**src/rtl/tc_timer.sv**
```systemverilog
// Memory-mapped countdown timer with one-shot / auto-reload modes and a maskable irq.
// Optional clock prescaler enabled by defining TC_PRESCALE_EN.
module tc_timer #(
    parameter logic [31:0] BASE_ADDR = 32'h0000_7F00
) (
    input  logic        clk,
    input  logic        reset,
    input  logic [31:0] addr,
    input  logic        we,
    input  logic [31:0] wdata,
    output logic [31:0] rdata,
    output logic        irq
);

    typedef enum logic [1:0] {
        S_IDLE = 2'd0,
        S_LOAD = 2'd1,
        S_CNT  = 2'd2,
        S_INT  = 2'd3
    } state_t;

    state_t      state_q, state_d;
    logic [3:0]  ctrl_q, ctrl_d;
    logic [31:0] preset_q, preset_d;
    logic [31:0] count_q, count_d;
    logic        irq_flag_q, irq_flag_d;
    logic        tick;

    logic        hit;
    logic [1:0]  off;
    logic        wr_ctrl, wr_preset;

    assign hit       = (addr[31:4] == BASE_ADDR[31:4]);
    assign off       = addr[3:2];
    assign wr_ctrl   = we && hit && (off == 2'd0);
    assign wr_preset = we && hit && (off == 2'd1);

    // Byte-lane bits of the address never select anything.
    logic unused_addr_bits;
    assign unused_addr_bits = ^addr[1:0];

`ifdef TC_PRESCALE_EN
    logic [15:0] presc_q, presc_d;
    logic [15:0] div_q, div_d;
    logic        wr_presc;

    assign wr_presc = we && hit && (off == 2'd3);
    assign tick     = (div_q == presc_q);

    always_comb begin
        presc_d = presc_q;
        div_d   = '0;
        if (wr_presc) begin
            presc_d = wdata[15:0];
        end
        // Divider only runs while counting; any other state parks it at zero.
        if (state_q == S_CNT && ctrl_q[0] && !tick) begin
            div_d = div_q + 16'd1;
        end
    end

    always_ff @(posedge clk) begin
        if (reset) begin
            presc_q <= '0;
            div_q   <= '0;
        end else begin
            presc_q <= presc_d;
            div_q   <= div_d;
        end
    end
`else
    assign tick = 1'b1;
`endif

    always_comb begin
        state_d    = state_q;
        ctrl_d     = ctrl_q;
        preset_d   = preset_q;
        count_d    = count_q;
        irq_flag_d = irq_flag_q;

        if (wr_preset) begin
            preset_d = wdata;
        end

        case (state_q)
            S_IDLE: begin
                if (ctrl_q[0]) begin
                    state_d = S_LOAD;
                end
            end
            S_LOAD: begin
                count_d = preset_q;
                state_d = S_CNT;
            end
            S_CNT: begin
                if (!ctrl_q[0]) begin
                    state_d = S_IDLE;
                end else if (tick) begin
                    if (count_q != 32'd0) begin
                        count_d = count_q - 32'd1;
                    end else begin
                        state_d    = S_INT;
                        irq_flag_d = 1'b1;
                    end
                end
            end
            default: begin
                if (ctrl_q[2:1] == 2'b01) begin
                    irq_flag_d = 1'b0;
                    state_d    = S_LOAD;
                end else begin
                    ctrl_d[0] = 1'b0;
                    state_d   = S_IDLE;
                end
            end
        endcase

        // A software CTRL write overrides the FSM's EN clear and acknowledges the irq.
        if (wr_ctrl) begin
            ctrl_d     = wdata[3:0];
            irq_flag_d = 1'b0;
        end
    end

    always_ff @(posedge clk) begin
        if (reset) begin
            state_q    <= S_IDLE;
            ctrl_q     <= '0;
            preset_q   <= '0;
            count_q    <= '0;
            irq_flag_q <= 1'b0;
        end else begin
            state_q    <= state_d;
            ctrl_q     <= ctrl_d;
            preset_q   <= preset_d;
            count_q    <= count_d;
            irq_flag_q <= irq_flag_d;
        end
    end

    always_comb begin
        rdata = '0;
        if (hit) begin
            case (off)
                2'd0:    rdata = {28'd0, ctrl_q};
                2'd1:    rdata = preset_q;
                2'd2:    rdata = count_q;
`ifdef TC_PRESCALE_EN
                default: rdata = {16'd0, presc_q};
`else
                default: rdata = '0;
`endif
            endcase
        end
    end

    assign irq = irq_flag_q & ctrl_q[3];

endmodule
```
**config.mk**
```make
export PLATFORM = sky130hd
export DESIGN_NAME = tc_timer
export DESIGN_NICKNAME = d
export VERILOG_FILES = /design/src/rtl/tc_timer.sv
export SDC_FILE = /design/constraint.sdc
export NUM_CORES = 1
export LEC_CHECK = 0
export BUFFER_PORTS_ARGS = -buffer_cell sky130_fd_sc_hd__buf_2
export CAP_MARGIN = 20
export CORE_UTILIZATION = 59
export CTS_CLUSTER_SIZE = 25
export DETAILED_ROUTE_END_ITERATION = 8
export PLACE_DENSITY = 0.87
export SLEW_MARGIN = 5
export SYNTH_ARGS = -nofsm -noshare
export SYNTH_HDL_FRONTEND = slang
export SYNTH_SLANG_ARGS = --single-unit
```
**constraint.sdc**
```tcl
create_clock -name clk -period 6 [get_ports clk]
set_input_delay 0.3 -clock clk [delete_from_list [all_inputs] [get_ports clk]]
set_output_delay 0.3 -clock clk [all_outputs]
set_load 0.02 [all_outputs]
```
======== Word level (Yosys, flattened, before mapping) ========
Cells that the tools add are included.
word-level totals
  flip-flop bits (word level) ............. 71
  latch bits .............................. 0
  RAM bits ................................ 0
  bits in read-only memories .............. 0
  input port bits ......................... 67
  output and inout bits ................... 33
  word-level logic and storage cells ...... 54
  memories ................................ 0
operators by class
  $add $sub $neg .......................... 1
  multiply operators ...................... 0
  divide/modulo/power cells ............... 0
  order comparisons ....................... 0
  equal/unequal tests ..................... 13
  shift-type cells ........................ 0
  multiplexer cells ....................... 17
  bitwise operators ....................... 2
  reduce and logical (&&, ||, !) cells .... 15
operator list
  cell                     count
  $mux W32                 3
  $pmux W32 S3             1
  $pmux W32 S2             1
  $reduce_bool A32 Y1      1
  $sub A32 B1 Y32 const B  1
  $eq A28 B11 Y1 const B   1
  $ne A2 B2 Y1 const B     5
  $mux W1                  7
  $eq A2 B1 Y1 const B     3
  $mux W2                  3
  $pmux W2 S3              1
  $eq A2 B2 Y1 const B     2
  $logic_not A2 Y1         2
  $reduce_and A2 Y1        2
  $reduce_and A4 Y1        1
  $reduce_bool A2 Y1       2
  $reduce_or A2 Y1         2
  $logic_and A1 B1 Y1      3
  $ne A3 B3 Y1 const B     1
  $reduce_and A3 Y1        1
  $reduce_or A3 Y1         1
  $ne A2 B1 Y1 const B     1
  $pmux W1 S2              1
  $and A1 B1 Y1            1
  $not A1 Y1               1

======== Depth between registers and ports, before layout ========
Gate-level depths: netlist of the first run.
  depth after elaboration ................. 5
  mapped depth ............................ 11
  gate-level depth less buffers ........... 7

======== Least setup slack after synthesis of the first run ========
OpenSTA, ideal clock, no wires.
  path type ............................... register to register
  start point ............................. register count_q[0]
  end point ............................... register count_q[12]
  library setup time ...................... 139 ps
  data arrival time ....................... 2080 ps
  data required time ...................... 5861 ps
  path slack .............................. 3781 ps
  cell stages (with the launch flop) ...... 10
  path buffers ............................ 2
  clock period less this slack ............ 2219 ps
  cell sequence ........................... dfxtp_1 inv_1 ha_1 or4b_1 buf_2 nor4_4 buf_6 nor2_1 o311ai_0 o31ai_2
on the way
  longest elaborated chain between the ends .. 4
  elaborated cells between the ends (all ways) .. 7
  classes of those cells .................. add/sub (1); eq/ne (1); mux (3); reduce/logical (2)
RTL lines
  element                   line  RTL
  start: declaration        25    logic [31:0] count_q, count_d;
  start signal: assignment  137   count_q <= count_d;
  $sub A32 B1 Y32           101   count_d = count_q - 32'd1;
  $mux W32                  100   if (count_q != 32'd0) begin
  $mux W32                  97    if (!ctrl_q[0]) begin
  $pmux W32 S2              86    case (state_q)
Parallel ways exist; a longest one is shown, timed or not. The select of a mux whose other input is x is not followed.
A chain may end at the register's enable or synchronous reset.

======== Worst setup path in the final report of the first run ========
  start point ............................. register count_q[0]
  end point ............................... register count_q[26]
Same word-level chain as after synthesis.

==> results of run 1 <==
worst paths after layout:
path / from / to / slack, ns / cells past startpoint
setup / recovery: count_q[0] / count_q[26] / 2.82 / 8
hold / removal: wdata[6] / preset_q[6] / 0.17 / 3
setup reg to reg: count_q[0] / count_q[26] / 2.82 / 8
hold reg to reg: count_q[19] / count_q[19] / 0.52 / 2
tightest hold or removal path, stage by stage:
cell and delay [ns]:
buf_2 0.07, mux2i_1 0.05, nor2_1 0.07
cells in the mapped netlist, types with 3 or more instances:
cell,n
inv_1,8
a32oi_1,8
o21ai_0,3
nor2b_1,8
buf_6,4
a31oi_1,7
a22oi_1,35
o31ai_1,15
o31ai_2,10
nand3_1,7
nand2b_1,3
nor2_1,102
dfxtp_1,71
buf_2,11
nand2_1,15
or2_2,3
o311ai_1,5
o32ai_1,4
or3_1,5
mux2i_1,41
nor4_1,13
or4_1,4
a211oi_1,4
a21oi_1,26
nor3_1,17
clkbuf_1,39
o311ai_0,20
nor4b_1,3
a41oi_1,4
routing by layer:
| layer | track usage | wire (um) | share of wire |
|---|---|---|---|
| met1 | 0.409 | 5040 | 0.43 |
| met2 | 0.526 | 5620 | 0.48 |
| met3 | 0.0787 | 830 | 0.072 |
| met4 | 0.110 | 107 | 0.0092 |
| met5 | 0 | 0 | 0 |
cells by family (layout without fill, tap and decap cells):
logic type,Yosys count,after routing,share of synthesized area
AND/OR/NAND/NOR,200,200,0.235
AO/OA/AOI/OAI,148,148,0.264
flip-flops,71,71,0.330
buffers and inverters,66,129,0.0723
multiplexers,41,41,0.0952
adder cells (fa/ha/maj),1,1,0.00290
through the flow:
stage,total power [mW],utilization,setup slack (ns)
global route,0.897,0.709,2.57
CTS,0.871,0.705,2.61
finish,0.866,0.709,2.82
detailed placement,0.527,0.680,2.65
floorplan,0.501,-,3.78
global placement,0.525,0.680,2.66
power by group:
group | internal, mW | total [mW] | switching, mW
combinational | 0.0189 | 0.0453 | 0.0264
sequential | 0.471 | 0.471 | 0.000000000161
clock | 0.172 | 0.349 | 0.178
placed cells by master, fill, tap and decap left out, types with 10 or more instances in the layout:
cell type / instances
nor2_1: 102
buf_2: 97
dfxtp_1: 71
mux2i_1: 41
a22oi_1: 35
a21oi_1: 25
o311ai_0: 20
nor3_1: 16
o31ai_1: 15
nand2_1: 15
nor4_1: 13
clkbuf_8: 11
o31ai_2: 10
sequential cells by signal, summed over array words and instances (netlist names):
signal      count
count_q        32
ctrl_q          4
irq_flag_q      1
preset_q       32
state_q         2
final cells by class:
type	instances	area [um2]	share of cell area
well taps	96	120	0.0245
inverters	8	30.0	0.00613
clock buffers	13	159	0.0325
repair buffers	105	553	0.113
clock inverters	3	17.5	0.00358
flip-flops and latches	71	1420	0.290
multi-input cells	390	2590	0.530
==> flow_summary.ini, run 1 <==
[status]
outcome = finished, final reports clean

[sta]
slew_viol_final = 0
rsz0062_at_grt = false
finalHoldViolCount = 0
finalCriticalPeriod_ns = 3.18
setup_tns_ns = 0
worst_clock_skew_ns = 0.00800
setup_viol = 0
relSlewSlack = 0.294
fmax_mhz = 315
holdWs_ns = 0.175
worst_pin_slew_ns = 1.06
finalCritPeriodShare = 0.529

[clocking]
clockRootBuffer = clkbuf_8
cts_resized = 0
clk-insertion-delay-late_ns = 0.36
clkTransAtPathRegs_ns = 0.08
cts_made_buffers = 9
cts_buffer_depth = 2
post_cts_buffers = 0
htreeDepth = 3
clock-sinks = 71
cts_hold_buf = 0
cts_tree = built

[global_routing]
grt_max_degree = 73
antenna_found_initial = 0
grt_pass1_vias = 4140
grt.overflow.total = 0
grt_pass1_wl_um = 19400
grt_usage = 0.320

[placed_design]
dp.cells = 668
hpwl_um = 7410
gp_congestion = 0.880
port_buffers = 97
placed_area_um2 = 4700

[setup_path]
crit_required_ns = 6.21
path_delay_family = simple AND/OR/NAND/NOR gates
crit_type = flop to flop
cp_num_buf_inv = 2
cp_cell_sequence = inv_1 > ha_1 > or4b_1 > nor2_1 > and4_1 > buf_8 > or2_4 > o32ai_1
arrival_ns = 3.38
crit_slowest_cell = and4_1
end_kind = flop
crit_path_start_kind = flop
critical_path.max_stage_delay_ns = 0.67
critPathMaxFanout = 29

[floorplanning]
die_h_um = 87.5
rows = 30
core_area_um2 = 6910
initial_core_util = 0.624
dieArea_um2 = 7650
io-pin-count = 100
die_w_um = 87.5

[cells_and_area]
syn_to_final_growth_pct = 13.6
postLayoutCellArea_um2 = 4890
drive_gt1_frac = 0.244
fin_nets = 653
final_cells = 686
filler_cell_count = 572
antenna_cells = 0

[drt]
firstDrtPassIters = 5
avgViaCountPerCell = 6.44
post-route-drc-count = 0
wirelength_um = 11600
via_count = 4415
dr.first_iter.drc_count = 473
ant_nets = 0
wl_per_cell_um = 16.9

[logic_synthesis]
yosys-top-cells-area = dfxtp_1 33%, mux2i_1 9.5%, nor2_1 8.9%, a22oi_1 6.1%, o311ai_0 4.1%
yosysTopAreaCellShare = 0.330
synth_top_area_cell = dfxtp_1
synth_seq_area_share = 0.330
ys_types = 55
ys_seq_elements = 71
avgSynthCellArea_um2 = 8.18
async_reset_ff_frac = 0
synth_fp_nets = 595
syn_inst = 527
synthFlopType = dfxtp_1
yosys_warnings = 0
synth_area_um2 = 4310
synth_edf_count = 0

[power]
leakage_nw = 1.72
power.density_nw_per_um2 = 177
ir_drop_uv = 184

[job]
drv_cap = 0

[worst_hold_path]
hp-class = input pin to flop
(Power assumes the default switching activity.)
==> run 2, diff against run 1 <==
--- a/config.mk
+++ b/config.mk
@@ -5,12 +5,13 @@
 export SDC_FILE = /design/constraint.sdc
 export NUM_CORES = 1
 export LEC_CHECK = 0
+export ABC_AREA = 1
 export BUFFER_PORTS_ARGS = -buffer_cell sky130_fd_sc_hd__buf_2
 export CAP_MARGIN = 20
-export CORE_UTILIZATION = 59
+export CORE_UTILIZATION = 50
 export CTS_CLUSTER_SIZE = 25
 export DETAILED_ROUTE_END_ITERATION = 8
-export PLACE_DENSITY = 0.87
+export PLACE_DENSITY = 0.78
 export SLEW_MARGIN = 5
 export SYNTH_ARGS = -nofsm -noshare
 export SYNTH_HDL_FRONTEND = slang
==> constraint.sdc (replaced) <==
create_clock -name clk -period 2.6 [get_ports clk]
set_input_delay 0.13 -clock clk [delete_from_list [all_inputs] [get_ports clk]]
set_output_delay 0.13 -clock clk [all_outputs]
set_load 0.02 [all_outputs]
==> run 2 against run 1 <==
Compared with the run above:
- synthesized area is 11% higher
- count of clock-buffer cells in the layout shrank 3
- hold slack got worse by 0.17 ns
- critical path depth is 4 higher
- first-iteration DRC count fell by 28%
- via count rose by 25%
- register-to-register slack got worse by 2.4 ns
- clock skew rose by 0.0052 ns
- flip-flop and latch count stayed put
- non-clock buffer count rose by 23
- combinational power rose to 2.9 times the previous value
- cell area grew 19%
- critical endpoint is now count_q[0]
- largest power group unchanged
- highest routed layer unchanged
==> flow_summary.ini, run 2 <==
[status]
outcome = finished, final reports clean

[sta]
finalCriticalPeriod_ns = 2.20
worst_clock_skew_ns = 0.0132
relSlewSlack = 0.512
fmax_mhz = 455
rsz0062_at_grt = false
finalCritPeriodShare = 0.845
holdWs_ns = 0.00112
worst_pin_slew_ns = 0.731
finalHoldViolCount = 0
setup_tns_ns = 0
slew_viol_final = 0
setup_viol = 0

[logic_synthesis]
ys_seq_elements = 71
synth_fp_nets = 947
avgSynthCellArea_um2 = 5.46
synth_top_area_cell = dfxtp_1
ys_top_cells_by_count = 296 x nand2_1, 221 x nor2_1, 80 x inv_1
synthFlopType = dfxtp_1
synth_edf_count = 0
synth_area_um2 = 4800
synth_seq_area_share = 0.296
async_reset_ff_frac = 0
yosysTopAreaCellShare = 0.296
yosys-top-cells-area = dfxtp_1 30%, nand2_1 23%, nor2_1 17%, nand3_1 6.9%, inv_1 6.3%
yosys_warnings = 0
yosysMostFrequentCell = nand2_1
syn_inst = 879
ys_types = 28

[setup_path]
rrSetupSlack_ns = 0.40
critPathMaxFanout = 32
worstRegToRegCells = 12
end_kind = flop
timing.rr.start = count_q[0]
crit_type = flop to flop
reg2reg_to = count_q[0]
arrival_ns = 2.49
crit_path_start_kind = flop
crit_required_ns = 2.89

[floorplanning]
die_w_um = 100
initial_core_util = 0.517
rows = 35
dieArea_um2 = 10000
core_area_um2 = 9280
io-pin-count = 100
die_h_um = 100

[drt]
ant_nets = 0
wl_met1_um = 6250
post-route-drc-count = 0
avgViaCountPerCell = 4.96
dr_wl_met3_um = 802
dr.first_iter.drc_count = 342
wl_per_cell_um = 12.0
top_layer = met4
wirelength_um = 13400
firstDrtPassIters = 5
via_count = 5539
wl_met2_um = 6030

[global_routing]
grt.overflow.total = 0
antenna_found_initial = 0
grt_pass1_vias = 4895
grt_usage = 0.282
grt_pass1_wl_um = 22500
grt_max_degree = 65

[clocking]
cts_tree = built
clock-sinks = 71
clk-insertion-delay-late_ns = 0.37
clockRootBuffer = clkbuf_8
cts_made_buffers = 9
cts_buffer_depth = 2
htreeDepth = 3
post_cts_buffers = 0
clkTransAtPathRegs_ns = 0.07

[cells_and_area]
syn_to_final_growth_pct = 21.4
reg_top3 = count_q (32), preset_q (32), ctrl_q (4)
fin_nets = 1050
layout_commonest_cell = nand2_1
drive_gt1_frac = 0.153
final_cells = 1116
final_cell_mix = 296 x nand2_1, 220 x nor2_1, 97 x buf_2, 80 x inv_1, 71 x dfxtp_1
fin_util = 0.628
antenna_cells = 0

[placed_design]
hpwl_um = 9110
port_buffers = 97
gp_congestion = 0.913
dp.cells = 1077

[power]
power.density_nw_per_um2 = 385
leakage_nw = 3.17
ir_drop_uv = 287

[worst_hold_path]
hp-class = input pin to flop
hold_start = wdata[14]
hold_end = preset_q[14]
hold-path-cell-count = 3

[job]
drv_cap = 0
==> run 2: cell count changes after synthesis, sizes merged, moves of 13 or more <==
cell and delta:
a22oi -35, clkbuf -13, inv +79, mux2i -41
nand2 +286, nand3 +61, nor2 +130, nor3 -17
nor4 -16, o21ai +27, o311ai -25, o31ai -25
==> run 2: final cells by class <==
class | instances | area [um2]
clock buffers | 10 | 138
clock inverters | 6 | 83.8
fillers | 954 | 3450
inverters | 89 | 339
multi-input cells | 683 | 2890
flip-flops and latches | 71 | 1420
well taps | 129 | 161
repair buffers | 128 | 801
==> run 2: cell families after synthesis <==
group	after synthesis	synth area share
XOR/XNOR	3	0.00547
flip-flops	71	0.296
AND/OR/NAND/NOR	608	0.516
adder cells (fa/ha/maj)	1	0.00261
AO/OA/AOI/OAI	71	0.0761
buffers and inverters	125	0.103
==> run 2: repair_timing <==
action                    4_1_cts  5_1_grt
hold endpoints to repair       22        1
resized for setup               0        0
hold buffers                   22        1
==> run 2: through the flow <==
stage / setup WS [ns] / power, mW / instance area [um2]
after detailed placement: 0.434 / 1.22 / 5380
final: 0.402 / 2.24 / 5830
after global routing: 0.209 / 2.31 / 5830
after global placement: 0.506 / 1.21 / 5380
after CTS: 0.418 / 2.24 / 5820
after floorplan: 0.964 / 1.15 / 4800
==> run 2: power breakdown <==
part | switching, mW | internal [mW]
clock | 0.462 | 0.563
combinational | 0.0619 | 0.0692
sequential | 0.00000000109 | 1.09
total | 0.524 | 1.72
==> run 2: worst max-delay path: stages, from the launching register on <==
cell and delay (ns):
dfxtp_1 0.32, inv_1 0.11, ha_1 0.25, nand2_1 0.10
nor2_1 0.12, nand2_2 0.11, nor2_8 0.15, nand3_4 0.12
nand2_4 0.31, nand2_4 0.15, clkinv_4 0.22, nor2_1 0.08
nor2_1 0.09
==> run 2: how the worst max path moves through the flow <==
stage	from	to	slack, ns	cells past startpoint
floorplan	count_q[0]	count_q[15]	0.96	12
global placement	count_q[0]	count_q[27]	0.51	12
detailed placement	count_q[0]	count_q[13]	0.43	12
CTS	count_q[0]	count_q[0]	0.42	12
global route	count_q[0]	count_q[20]	0.21	12
finish	count_q[0]	count_q[0]	0.40	12
==> run 2: routing by layer <==
layer	GRT usage	up-vias
li1	-	2903
met1	0.377	2398
met2	0.464	207
met3	0.0397	31
met4	0.103	0
met5	0	-
==> run 3, diff against run 2 <==
==> constraint.sdc (replaced) <==
create_clock -name clk -period 1.92 [get_ports clk]
set_input_delay 0.096 -clock clk [delete_from_list [all_inputs] [get_ports clk]]
set_output_delay 0.096 -clock clk [all_outputs]
set_load 0.02 [all_outputs]
==> run 3 against run 2 <==
Compared with the run above:
- first-iteration DRC count up 25%
- register-to-register slack lost 0.22 ns
- flip-flop and latch count is the same
- power is 30% higher
- cell count increased by 1.8%
- routed wire length grew 4.7%
- clock skew down 0.0068 ns
- hold slack gained 0.25 ns
- critical endpoint is now count_q[14]
- largest cell class unchanged
- largest power group unchanged
==> flow_summary.ini, run 3 (synthesis results as in run 2) <==
[status]
outcome = finished, final reports clean

[setup_path]
crit_required_ns = 2.18
arrival_ns = 1.99
critical_path.max_stage_delay_ns = 0.37
crit_type = flop to flop
worstRegToRegCells = 11
end_kind = flop
critPathMaxFanout = 5
cp_cell_sequence = inv_1 > ha_1 > buf_4 > nand3_1 > inv_1 > nand2_2 > nand2_1 > nand3_1 > o21ai_0 > nor2_1 > nor2_2
crit_path_start_kind = flop
crit_slowest_cell = dfxtp_1

[drt]
avgViaCountPerCell = 4.93
firstDrtPassIters = 6
dr.first_iter.drc_count = 428
wl_per_cell_um = 12.4
via_count = 5605
wirelength_um = 14000
ant_nets = 0
post-route-drc-count = 0

[sta]
fmax_mhz = 575
worst_clock_skew_ns = 0.00642
relSlewSlack = 0.688
slew_viol_final = 0
finalHoldViolCount = 0
setup_tns_ns = 0
finalCritPeriodShare = 0.905
finalCriticalPeriod_ns = 1.74
fin_ws_ns = 0.182
worst_pin_slew_ns = 0.467
setup_viol = 0
rsz0062_at_grt = false

[floorplanning]
io-pin-count = 100
initial_core_util = 0.517
rows = 35
die_h_um = 100
die_w_um = 100
core_area_um2 = 9280
dieArea_um2 = 10000

[clocking]
clock-sinks = 71
post_cts_buffers = 0
clk-insertion-delay-late_ns = 0.36
clockRootBuffer = clkbuf_8
cts_made_buffers = 9
cts_buffer_depth = 2
clkTransAtPathRegs_ns = 0.08
cts_tree = built
htreeDepth = 3

[cells_and_area]
reg_top3 = count_q (32), preset_q (32), ctrl_q (4)
syn_to_final_growth_pct = 25.5
fin_nets = 1070
layout_commonest_cell = nand2_1
antenna_cells = 0
final_cells = 1136
drive_gt1_frac = 0.164
final_cell_mix = 295 x nand2_1, 218 x nor2_1, 97 x buf_2, 79 x inv_1, 71 x dfxtp_1

[placed_design]
port_buffers = 97
hpwl_um = 9250
dp_slack_ns = 0.133
gp_congestion = 0.930
dp.cells = 1086

[power]
leakage_nw = 3.23
ir_drop_uv = 299
power.density_nw_per_um2 = 483

[global_routing]
antenna_found_initial = 0
grt_usage = 0.295
grt_max_degree = 65
busiest_layer = met2
grt.overflow.total = 0
met1_usage = 0.383
grt_pass1_wl_um = 23500
grt_pass1_vias = 5123
use_met2 = 0.500
use_met3 = 0.0383

[worst_hold_path]
hp-class = input pin to flop
hold-path-cell-count = 3

[job]
drv_cap = 0
-- run 3: per-layer routing --
metal / share of wire / wire, um
met3: 0.072 / 1010
met4: 0.018 / 256
met2: 0.46 / 6390
met1: 0.45 / 6370
met5: 0 / 0
-- run 3: critical path: cells and delay by family, from the launching register on --
family	cells	cell delay, ns
AO/OA/AOI/OAI	1	0.09
adder cells (fa/ha/maj)	1	0.19
buffers and inverters	3	0.33
flip-flops	1	0.37
AND/OR/NAND/NOR	6	0.67
-- run 3: final timing paths --
kind	from	end	slack (ns)
hold reg to reg	ctrl_q[0]	ctrl_q[0]	0.49
hold / removal	we	ctrl_q[0]	0.25
setup reg to reg	count_q[1]	count_q[14]	0.18
setup / recovery	count_q[1]	count_q[14]	0.18
-- run 3: repair_timing --
item | CTS | global route
resized for setup | 0 | 14
endpoints found under the setup margin | 0 | 31
hold buffers | 33 | 0
hold endpoints to repair | 35 | 0
-- run 3: layout make-up --
cell class | count | area [um2]
repair buffers | 147 | 971
fillers | 931 | 3260
repair inverters | 1 | 11.3
clock inverters | 7 | 72.6
inverters | 89 | 347
flip-flops and latches | 71 | 1420
clock buffers | 9 | 124
well taps | 129 | 161
multi-input cells | 683 | 2920
-- run 3: power breakdown --
| group | switching [mW] | internal [mW] | leakage, nW |
|---|---|---|---|
| Clock | 0.642 | 0.602 | 0.0956 |
| Sequential | 0.00000000150 | 1.47 | 0.571 |
| Combinational | 0.0879 | 0.107 | 2.56 |
| Total | 0.730 | 2.18 | 3.23 |
-- run 3: metrics by stage --
step	util	area (um2)	total power, mW	hold slack (ns)
2_1_floorplan	-	4800	1.56	0.165
3_3_place_gp	0.585	5430	1.64	0.295
3_5_place_dp	0.585	5430	1.64	0.293
4_1_cts	0.642	5960	2.91	0.248
5_1_grt	0.649	6020	3.02	0.278
6_report	0.649	6020	2.91	0.249
